==> config.mk <==
export PLATFORM = sky130hd
export DESIGN_NAME = key_bounce_gen
export DESIGN_NICKNAME = d
export VERILOG_FILES = /design/src/rtl/key_sim_pkg.sv /design/src/rtl/lfsr16.sv /design/src/rtl/key_bounce_gen.sv
export SDC_FILE = /design/constraint.sdc
export NUM_CORES = 1
export LEC_CHECK = 0
export CORE_ASPECT_RATIO = 1.1
export CORE_MARGIN = 2
export CORE_UTILIZATION = 45
export DETAILED_ROUTE_END_ITERATION = 8
export PLACE_DENSITY = 0.66
export SLEW_MARGIN = 20
export SYNTH_ARGS = -nofsm -noshare
export SYNTH_HDL_FRONTEND = slang
export SYNTH_SLANG_ARGS = --single-unit
==> constraint.sdc <==
create_clock -name clk -period 2.2 [get_ports clk]
set_clock_uncertainty 0.1 [all_clocks]
set_input_delay 0.44 -clock clk [delete_from_list [all_inputs] [get_ports clk]]
set_output_delay 0.44 -clock clk [all_outputs]
set_load 0.01 [all_outputs]
==> src/rtl/key_sim_pkg.sv <==
// Shared definitions for synthesizable key/contact stimulus sources:
// FSM state encoding, LFSR polynomial and key level names.
package key_sim_pkg;

    typedef enum logic [2:0] {
        ST_IDLE    = 3'd0,
        ST_PRESS   = 3'd1,
        ST_HOLD    = 3'd2,
        ST_RELEASE = 3'd3,
        ST_DONE    = 3'd4
    } key_state_t;

    localparam logic [15:0] LFSR_MASK    = 16'hB400;
    localparam logic        KEY_PRESSED  = 1'b0;
    localparam logic        KEY_RELEASED = 1'b1;

    // One right-shifting Galois step.
    function automatic logic [15:0] lfsr_next(input logic [15:0] v);
        return {1'b0, v[15:1]} ^ (v[0] ? LFSR_MASK : 16'h0000);
    endfunction

endpackage

==> src/rtl/lfsr16.sv <==
// 16-bit Galois LFSR that advances only when step is high.
module lfsr16
    import key_sim_pkg::*;
#(
    parameter logic [15:0] SEED = 16'hACE1
) (
    input  logic        clk,
    input  logic        rst,
    input  logic        step,
    output logic [15:0] q
);

    logic [15:0] lfsr_q;
    logic [15:0] lfsr_d;

    always_comb begin
        lfsr_d = step ? lfsr_next(lfsr_q) : lfsr_q;
    end

    always_ff @(posedge clk or posedge rst) begin
        if (rst) lfsr_q <= SEED;
        else     lfsr_q <= lfsr_d;
    end

    assign q = lfsr_q;

endmodule

==> src/rtl/key_bounce_gen.sv <==
// Bouncing active-low pushbutton source: one press/hold/release waveform per
// accepted start, with LFSR-timed contact bounce on both edges.
//
//   state   | meaning
//   IDLE    | waiting for start
//   PRESS   | press bounce burst, key ends low
//   HOLD    | key stable low for the latched hold time
//   RELEASE | release bounce burst, key ends high
//   DONE    | one-cycle done pulse
module key_bounce_gen
    import key_sim_pkg::*;
#(
    parameter int          BOUNCE_PAIRS = 4,
    parameter int          SEG_MIN      = 16,
    parameter int          SEG_BITS     = 6,
    parameter int          HOLD_W       = 24,
    parameter logic [15:0] SEED         = 16'hACE1
) (
    input  logic              clk,
    input  logic              rst,
    input  logic              start,
    input  logic [HOLD_W-1:0] hold_cycles,
    output logic              busy,
    output logic              done,
    output logic              key_out
);

    localparam int SEG_W  = $clog2(SEG_MIN + (2 ** SEG_BITS));
    localparam int EDGE_W = $clog2(2 * BOUNCE_PAIRS + 2);
    localparam logic [SEG_W-1:0]  SEG_MIN_M1 = SEG_W'(SEG_MIN - 1);
    localparam logic [EDGE_W-1:0] EDGE_LAST  = EDGE_W'(2 * BOUNCE_PAIRS);
    localparam key_state_t        AFTER_ACCEPT = (BOUNCE_PAIRS == 0) ? ST_HOLD : ST_PRESS;

    key_state_t        state_q, state_d;
    logic              key_q, key_d;
    logic [SEG_W-1:0]  seg_cnt_q, seg_cnt_d;
    logic [HOLD_W-1:0] hold_cnt_q, hold_cnt_d;
    logic [EDGE_W-1:0] edge_cnt_q, edge_cnt_d;
    logic              armed_q, armed_d;
    logic [15:0]       lfsr_q;
    logic              lfsr_step;

    logic              accept, seg_exp, hold_exp, rel_last;
    logic [EDGE_W-1:0] edge_inc;
    logic [SEG_W-1:0]  seg_load;
    logic              unused_lfsr_hi;

    lfsr16 #(.SEED(SEED)) u_lfsr (
        .clk  (clk),
        .rst  (rst),
        .step (lfsr_step),
        .q    (lfsr_q)
    );

    // armed_q blocks a start arriving on the first edge after reset release.
    assign accept   = (state_q == ST_IDLE) && start && armed_q;
    assign seg_exp  = (seg_cnt_q == '0);
    assign hold_exp = (hold_cnt_q == '0);
    assign edge_inc = edge_cnt_q + EDGE_W'(1);
    assign rel_last = (edge_cnt_q == EDGE_LAST);
    assign seg_load = SEG_MIN_M1 + SEG_W'(lfsr_q[SEG_BITS-1:0]);
    assign unused_lfsr_hi = ^lfsr_q[15:SEG_BITS];

    always_ff @(posedge clk or posedge rst) begin
        if (rst) begin
            state_q    <= ST_IDLE;
            key_q      <= KEY_RELEASED;
            seg_cnt_q  <= '0;
            hold_cnt_q <= '0;
            edge_cnt_q <= '0;
            armed_q    <= 1'b0;
        end else begin
            state_q    <= state_d;
            key_q      <= key_d;
            seg_cnt_q  <= seg_cnt_d;
            hold_cnt_q <= hold_cnt_d;
            edge_cnt_q <= edge_cnt_d;
            armed_q    <= armed_d;
        end
    end

    always_comb begin
        state_d = state_q;
        case (state_q)
            ST_IDLE:    if (accept)                          state_d = AFTER_ACCEPT;
            ST_PRESS:   if (seg_exp && edge_inc == EDGE_LAST) state_d = ST_HOLD;
            ST_HOLD:    if (hold_exp)                        state_d = ST_RELEASE;
            ST_RELEASE: if (rel_last)                        state_d = ST_DONE;
            ST_DONE:                                         state_d = ST_IDLE;
            default:                                         state_d = ST_IDLE;
        endcase
    end

    // Every key edge reloads the segment timer and advances the LFSR once.
    always_comb begin
        key_d      = key_q;
        seg_cnt_d  = seg_cnt_q;
        hold_cnt_d = hold_cnt_q;
        edge_cnt_d = edge_cnt_q;
        armed_d    = 1'b1;
        lfsr_step  = 1'b0;
        case (state_q)
            ST_IDLE: begin
                if (accept) begin
                    key_d      = KEY_PRESSED;
                    lfsr_step  = 1'b1;
                    seg_cnt_d  = seg_load;
                    edge_cnt_d = '0;
                    hold_cnt_d = (hold_cycles == '0) ? '0 : hold_cycles - HOLD_W'(1);
                end
            end
            ST_PRESS: begin
                if (seg_exp) begin
                    key_d      = ~key_q;
                    lfsr_step  = 1'b1;
                    seg_cnt_d  = seg_load;
                    edge_cnt_d = edge_inc;
                end else begin
                    seg_cnt_d  = seg_cnt_q - SEG_W'(1);
                end
            end
            ST_HOLD: begin
                if (hold_exp) begin
                    key_d      = KEY_RELEASED;
                    lfsr_step  = 1'b1;
                    seg_cnt_d  = seg_load;
                    edge_cnt_d = '0;
                end else begin
                    hold_cnt_d = hold_cnt_q - HOLD_W'(1);
                end
            end
            ST_RELEASE: begin
                if (!rel_last) begin
                    if (seg_exp) begin
                        key_d      = ~key_q;
                        lfsr_step  = 1'b1;
                        seg_cnt_d  = seg_load;
                        edge_cnt_d = edge_inc;
                    end else begin
                        seg_cnt_d  = seg_cnt_q - SEG_W'(1);
                    end
                end
            end
            default: ;
        endcase
    end

    always_comb begin
        busy    = (state_q == ST_PRESS) || (state_q == ST_HOLD) || (state_q == ST_RELEASE);
        done    = (state_q == ST_DONE);
        key_out = key_q;
    end

endmodule

==> summary.txt, run 1 <==
Outcome
  • Status: complete, but fails checks
  • Failing checks: negative setup slack

Detailed routing
  • Routed Antenna Nets: 0
  • Routed vias/inst: around 5.8
  • DRT Pass-1 Iters: 5
  • Via count: 4005
  • Routed WL: approximately 11000 um
  • DR iter-0 viols: 320
  • Routed wire per std cell: 16.5 um
  • Residual DRC: 0

Worst setup path
  • Largest stage delay on the critical path: approximately 0.57 ns
  • FF-to-FF setup slack: -0.18 ns
  • CP top delay family: simple AND/OR/NAND/NOR gates
  • CP Max Fanout: 11
  • Worst path depth: 6
  • Critical Path End: u_lfsr.q[9]$_DFFE_PP0P_
  • Startpoint Class: flop
  • Critical path origin: hold_cnt_q[9]$_DFFE_PP0P_
  • Worst r2r dst: u_lfsr.q[9]$_DFFE_PP0P_
  • Required @ worst endpoint: 2.32 ns
  • WP buf/inv: 1
  • WP data arrival: 2.49 ns
  • CP Capture Type: flop
  • Crit Path Class: flop to flop
  • Reg2reg start: hold_cnt_q[9]$_DFFE_PP0P_
  • R2R depth: 6
  • Slowest cell on the critical path: or4_4
  • Worst path cell trace: or4_4, nor4_4, nand2_4, o22a_4, buf_12, mux2_2

Yosys
  • Synth area leaders: dfrtp_1, dfstp_2, o21ai_0, nor2_1, nand2_1
  • Synth warn: 0
  • Post-synth EDFFs: 0
  • Yosys cell types: between 60 and 70
  • Post-synth top flop: dfrtp_1
  • Fraction of synthesis flops using an asynchronous set or reset pin: 1.00
  • Synth top area share: 0.316
  • Synthesized area: 3720 um^2
  • Mean area per synthesized cell: between 8 and 9 um^2
  • Synthesized flop and latch total: 56
  • Sequential area share after synthesis: 0.380
  • Yosys top cell by area: dfrtp_1
  • Syn Inst Count: approximately 440
  • Net count after synthesis: roughly 470

Floorplan
  • Die H: 99.3 um
  • Die area: between 9000 and 10000 um^2
  • Row count: 34
  • Core footprint: ~8000 um^2
  • I/O pins: 30
  • Initial Util: 0.467
  • Die Span X: roughly 91 um

Layout
  • Most frequent cells in the layout: buf_4, dfrtp_1, nor2_1
  • # nets final: just over 600
  • Commonest non-fill, non-tap cell in the layout: buf_4
  • Fin area: 5650 um^2
  • Fillers: approximately 600
  • Final Non-Filler Cells: 691
  • Final Util: 0.710
  • Antenna cells: 0
  • Layout cells sized above 1: 0.410
  • P&R area growth vs syn: 52.0%

STA
  • Max Freq: around 420 MHz
  • Post-route setup TNS: -5.03 ns
  • Setup ws final: -0.176 ns
  • Final Max Slew Viols: 0
  • RSZ-0062 raised after global routing: true
  • Period minus WS final: between 2 and 2.5 ns
  • Final setup vio count: between 40 and 50
  • Final worst path period share: 1.08
  • Hold Vio Cnt, Final: 0

Worst hold path
  • Worst min path class: input pin to asynchronous set/reset pin

Clocking
  • CTS tree: built
  • Worst-Skew Late Latency: roughly 0.32 ns
  • Clock sinks: 56
  • CTS buffer count: 5
  • H-tree depth: 2
  • Clock transition at path regs: between 0.1 and 0.15 ns
  • CTS root buffer: clkbuf_8
  • Maximum clock path buffer count: 2

Global routing
  • Largest net degree at the start of global routing: 40
  • Overflow after GRT: 0
  • Met2 GRT Util: 0.432
  • Overall Global Routing Usage: 0.246
  • Initial antenna violation count: 0
  • GR peak layer: met2
  • Vias in the first global route: roughly 4000
  • Met1 usage: 0.315
  • Met3 Track Usage GR: 0.0318
  • First-pass GRT wire length: 18100 um

Run
  • Max-cap check violation count: 0

Placement
  • Detailed Place HPWL: between 7000 and 8000 um
  • IO Port Bufs: 29
  • Place WS: -0.440 ns
  • Dpl cells: about 660
  • Global placement routability congestion: 0.917
  • Placed Area: 4960 um^2

Power
  • Peak supply drop: about 0.40 mV
  • Pleak: 2.42 nW
  • Power per cell area: 327 nW/um^2
-- worst register-to-register path, delay by kind of cell, from the launching register on --
| family | cells | cell delay, ns |
|---|---|---|
| mux | 1 | 0.27 |
| compound gates | 1 | 0.29 |
| buf+inv | 1 | 0.16 |
| flops | 1 | 0.40 |
| simple gates | 3 | 1.06 |
-- report_power, final --
| part | internal (mW) | switching (mW) |
|---|---|---|
| Clock | 0.236 | 0.381 |
| Sequential | 1.03 | 0.000464 |
| Combinational | 0.113 | 0.0886 |
| Total | 1.38 | 0.470 |
-- how the worst min path moves through the flow --
stage | from | endpoint | slack [ns] | cells after the start
after detailed placement | u_lfsr.q[15]$_DFFE_PP1P_ | u_lfsr.q[15]$_DFFE_PP1P_ | 0.36 | 2
after global placement | u_lfsr.q[15]$_DFFE_PP1P_ | u_lfsr.q[15]$_DFFE_PP1P_ | 0.35 | 2
after global routing | rst | u_lfsr.q[14]$_DFFE_PP0P_ | 0.37 | 2
after CTS | rst | seg_cnt_q[0]$_DFFE_PP0P_ | 0.35 | 2
after floorplan | u_lfsr.q[12]$_DFFE_PP0P_ | u_lfsr.q[12]$_DFFE_PP0P_ | 0.34 | 2
final | rst | seg_cnt_q[5]$_DFFE_PP0P_ | 0.34 | 2
-- synth_stat cells, types with 6 or more instances --
library cell	n
nor2_1	48
nor4_1	9
o21ai_0	40
nand3_1	13
o22a_1	7
a31oi_1	12
ha_1	9
nand2_1	43
nor3_1	25
inv_1	14
a21oi_1	17
buf_2	6
dfstp_2	9
clkbuf_1	14
mux2_2	13
dfrtp_1	47
xnor2_1	17
xor2_1	11
-- metrics by stage --
stage          total power, mW  hold slack [ns]
6_report                  1.85            0.339
5_1_grt                   1.92            0.371
4_1_cts                   1.85            0.346
3_5_place_dp              1.24            0.357
3_3_place_gp              1.24            0.353
2_1_floorplan             1.11            0.343
-- final cells by class --
type                       count  area, um^2  share of cell area
clock buffer                   5        68.8              0.0122
clock inverter                 3        26.3             0.00465
inverter                      14        52.6             0.00931
multi-input combinational    346        2550               0.452
sequential                    56        1410               0.250
tap                          108         135              0.0239
timing repair buffer         159        1400               0.247
-- sequential cells by signal, summed over array words and instances, names as in the netlist --
| register | cells |
|---|---|
| seg_cnt_q | 7 |
| state_q | 3 |
| key_out | 1 |
| hold_cnt_q | 24 |
| edge_cnt_q | 4 |
| armed_q | 1 |
| u_lfsr.q | 16 |
-- logic make-up after synthesis --
family	Yosys count	share of synthesized area
AO/OA/AOI/OAI	112	0.192
XOR/XNOR	28	0.0660
adder cells (fa/ha/maj)	9	0.0303
buffers and inverters	37	0.0424
flip-flops	56	0.380
multiplexers	15	0.0451
other	1	0.00101
AND/OR/NAND/NOR	180	0.243
-- per-layer routing --
layer	vias to the layer above	share of wire
met5	-	0
met4	0	0.021
met3	23	0.050
met2	128	0.51
met1	1971	0.42
li1	1883	-
-- what timing repair did --
| action | CTS | global route |
|---|---|---|
| resized for setup | 69 | 59 |
| hold buffers | 0 | 0 |
| pin swaps | 23 | 32 |
| setup buffers | 11 | 8 |
| hold endpoints to repair | 0 | 0 |
| endpoints found under the setup margin | 54 | 54 |
| gates cloned | 3 | 1 |
Note: power is estimated with default switching activity, not from simulation.
==> run 2, diff against run 1 <==
--- a/config.mk
+++ b/config.mk
@@ -8,8 +8,9 @@
 export CORE_ASPECT_RATIO = 1.1
 export CORE_MARGIN = 2
 export CORE_UTILIZATION = 45
+export CTS_BUF_LIST = sky130_fd_sc_hd__clkbuf_8
 export DETAILED_ROUTE_END_ITERATION = 8
-export PLACE_DENSITY = 0.66
+export PLACE_DENSITY = 0.63
 export SLEW_MARGIN = 20
 export SYNTH_ARGS = -nofsm -noshare
 export SYNTH_HDL_FRONTEND = slang
==> constraint.sdc (replaced) <==
create_clock -name clk -period 2.5 [get_ports clk]
set_clock_uncertainty 0.1 [all_clocks]
set_input_delay 0.5 -clock clk [delete_from_list [all_inputs] [get_ports clk]]
set_output_delay 0.5 -clock clk [all_outputs]
set_load 0.01 [all_outputs]
==> run 2 against run 1 <==
Compared with the run above: the flow now finishes without violations; count of clock-buffer cells in the layout unchanged; first-iteration DRC count down 20%; die area unchanged; final cell count down 7.8%; power down 14%; combinational power down 19%; cell area down 16%; non-clock buffer count down 53; worst setup slack better by 0.30 ns; critical path type unchanged; largest cell class unchanged; largest power group unchanged; highest routed layer unchanged.
==> summary.txt, run 2 (synthesis gave the netlist of run 1 again) <==
STA
  • RSZ-0062 raised after global routing: false
  • Period minus WS final: around 2.4 ns
  • Worst Tran Pin Value: 0.516 ns
  • Final Max Slew Viols: 0
  • Final setup vio count: 0
  • Final worst path period share: 0.949
  • Final hold slack: roughly 0.38 ns
  • Slew HR: 0.653
  • Hold Vio Cnt, Final: 0
  • Max Freq: ~420 MHz

Layout
  • Register area: about 1400 um^2
  • Most frequent cells in the layout: buf_4, nor2_1, dfrtp_1
  • Commonest non-fill, non-tap cell in the layout: buf_4
  • Final Non-Filler Cells: roughly 640
  • Fillers: just over 700
  • Layout cells sized above 1: 0.234
  • Fin area: 4770 um^2
  • # nets final: approximately 560
  • Largest register FFs: 24
  • Antenna cells: 0
  • Top reg by flops: hold_cnt_q
  • P&R area growth vs syn: 28.3%
  • Multi-input gate area: about 2200 um^2

Placement
  • Dpl cells: 628
  • Placed Area: 4630 um^2
  • IO Port Bufs: 29
  • Detailed Place HPWL: between 7000 and 8000 um
  • Global placement routability congestion: 0.879

Worst setup path
  • Worst path cell trace: or4_1, nor4_4, nand2_2, o22a_2, buf_12, mux2_2
  • CP Max Fanout: 27
  • WP data arrival: approximately 2.5 ns
  • CP Capture Type: flop
  • Slowest cell on the critical path: or4_1
  • Startpoint Class: flop
  • Required @ worst endpoint: about 2.6 ns
  • FF-to-FF setup slack: roughly 0.13 ns
  • Largest stage delay on the critical path: about 0.58 ns
  • Crit Path Class: flop to flop

Detailed routing
  • DR iter-0 viols: 255
  • Residual DRC: 0
  • Via count: ~3600
  • Routed vias/inst: about 5.6
  • DRT Pass-1 Iters: 5
  • Routed Antenna Nets: 0
  • Routed WL: 9380 um
  • Routed wire per std cell: 14.7 um

Clocking
  • CTS root buffer: clkbuf_8
  • Maximum clock path buffer count: 2
  • CTS buffer count: 5
  • H-tree depth: 2
  • CTS tree: built
  • Clock transition at path regs: approximately 0.11 ns
  • Clock sinks: 56
  • Worst-Skew Late Latency: between 0.3 and 0.4 ns

Power
  • Power per cell area: between 300 and 400 nW/um^2
  • Pleak: about 2.0 nW
  • Peak supply drop: about 0.23 mV

Floorplan
  • Row count: 34
  • Die H: roughly 99 um
  • Core footprint: 7960 um^2
  • Die Span X: 90.6 um
  • I/O pins: 30
  • Die area: approximately 9000 um^2
  • Initial Util: 0.467

Run
  • Max-cap check violation count: 0

Global routing
  • Largest net degree at the start of global routing: 57
  • Overall Global Routing Usage: 0.218
  • Initial antenna violation count: 0
  • Vias in the first global route: roughly 3400
  • First-pass GRT wire length: roughly 16000 um
  • Overflow after GRT: 0

Outcome
  • Status: finished clean

Worst hold path
  • Worst min path class: flop to flop
==> run 2: power by group <==
group / total (mW) / leakage (nW) / internal, mW / switching [mW]
registers: 0.907 / 0.644 / 0.907 / 0.000392
logic: 0.162 / 1.36 / 0.0913 / 0.0711
clock network: 0.524 / 0.0404 / 0.200 / 0.324
==> run 2: path summary, 6_finish.rpt <==
check | startpoint | to | cells after the start
worst min register to register | u_lfsr.q[15]$_DFFE_PP1P_ | u_lfsr.q[15]$_DFFE_PP1P_ | 2
min in group asynchronous | rst | state_q[0]$_DFFE_PP0P_ | 3
worst max-delay path | hold_cnt_q[17]$_DFFE_PP0P_ | u_lfsr.q[8]$_DFFE_PP0P_ | 6
max in group asynchronous | rst | u_lfsr.q[5]$_DFFE_PP1P_ | 3
worst min-delay path | u_lfsr.q[15]$_DFFE_PP1P_ | u_lfsr.q[15]$_DFFE_PP1P_ | 2
worst max register to register | hold_cnt_q[17]$_DFFE_PP0P_ | u_lfsr.q[8]$_DFFE_PP0P_ | 6
==> run 2: what timing repair did <==
action                     CTS  global route
buffers inserted             0             1
setup endpoints to repair    2            39
hold buffers                 0             0
resized for setup            1             8
pin swaps                    0             1
==> run 2: area by class of cell <==
cell class | count | area share
flip-flops and latches | 56 | 0.296
well taps | 108 | 0.0283
clock buffers | 5 | 0.0144
clock inverters | 3 | 0.00499
inverters | 14 | 0.0110
multi-input cells | 345 | 0.457
repair buffers | 106 | 0.187
==> run 2: worst max-delay path: cells and delay by family, from the launching register on <==
kind                   cells  cell delay, ns
AO/OA/AOI/OAI              1            0.28
buffers and inverters      1            0.17
flip-flops                 1            0.42
multiplexers               1            0.28
AND/OR/NAND/NOR            3            1.01
==> run 2: metal layers <==
layer,track usage,part of all wire,vias up
met5,0,0,-
met3,0.0318,0.038,11
met1,0.301,0.46,1724
li1,-,-,1770
met2,0.365,0.49,78
met4,0.0497,0.0097,0
==> run 2: metrics by stage <==
stage               utilization  total power, mW  TNS [ns]  setup WS, ns
floorplan                     -            0.975         0        0.0909
global placement          0.582             1.09     -1.83        -0.169
detailed placement        0.582             1.09     -2.34        -0.180
CTS                       0.594             1.61         0        0.0241
global route              0.599             1.66         0       0.00804
finish                    0.599             1.59         0         0.127
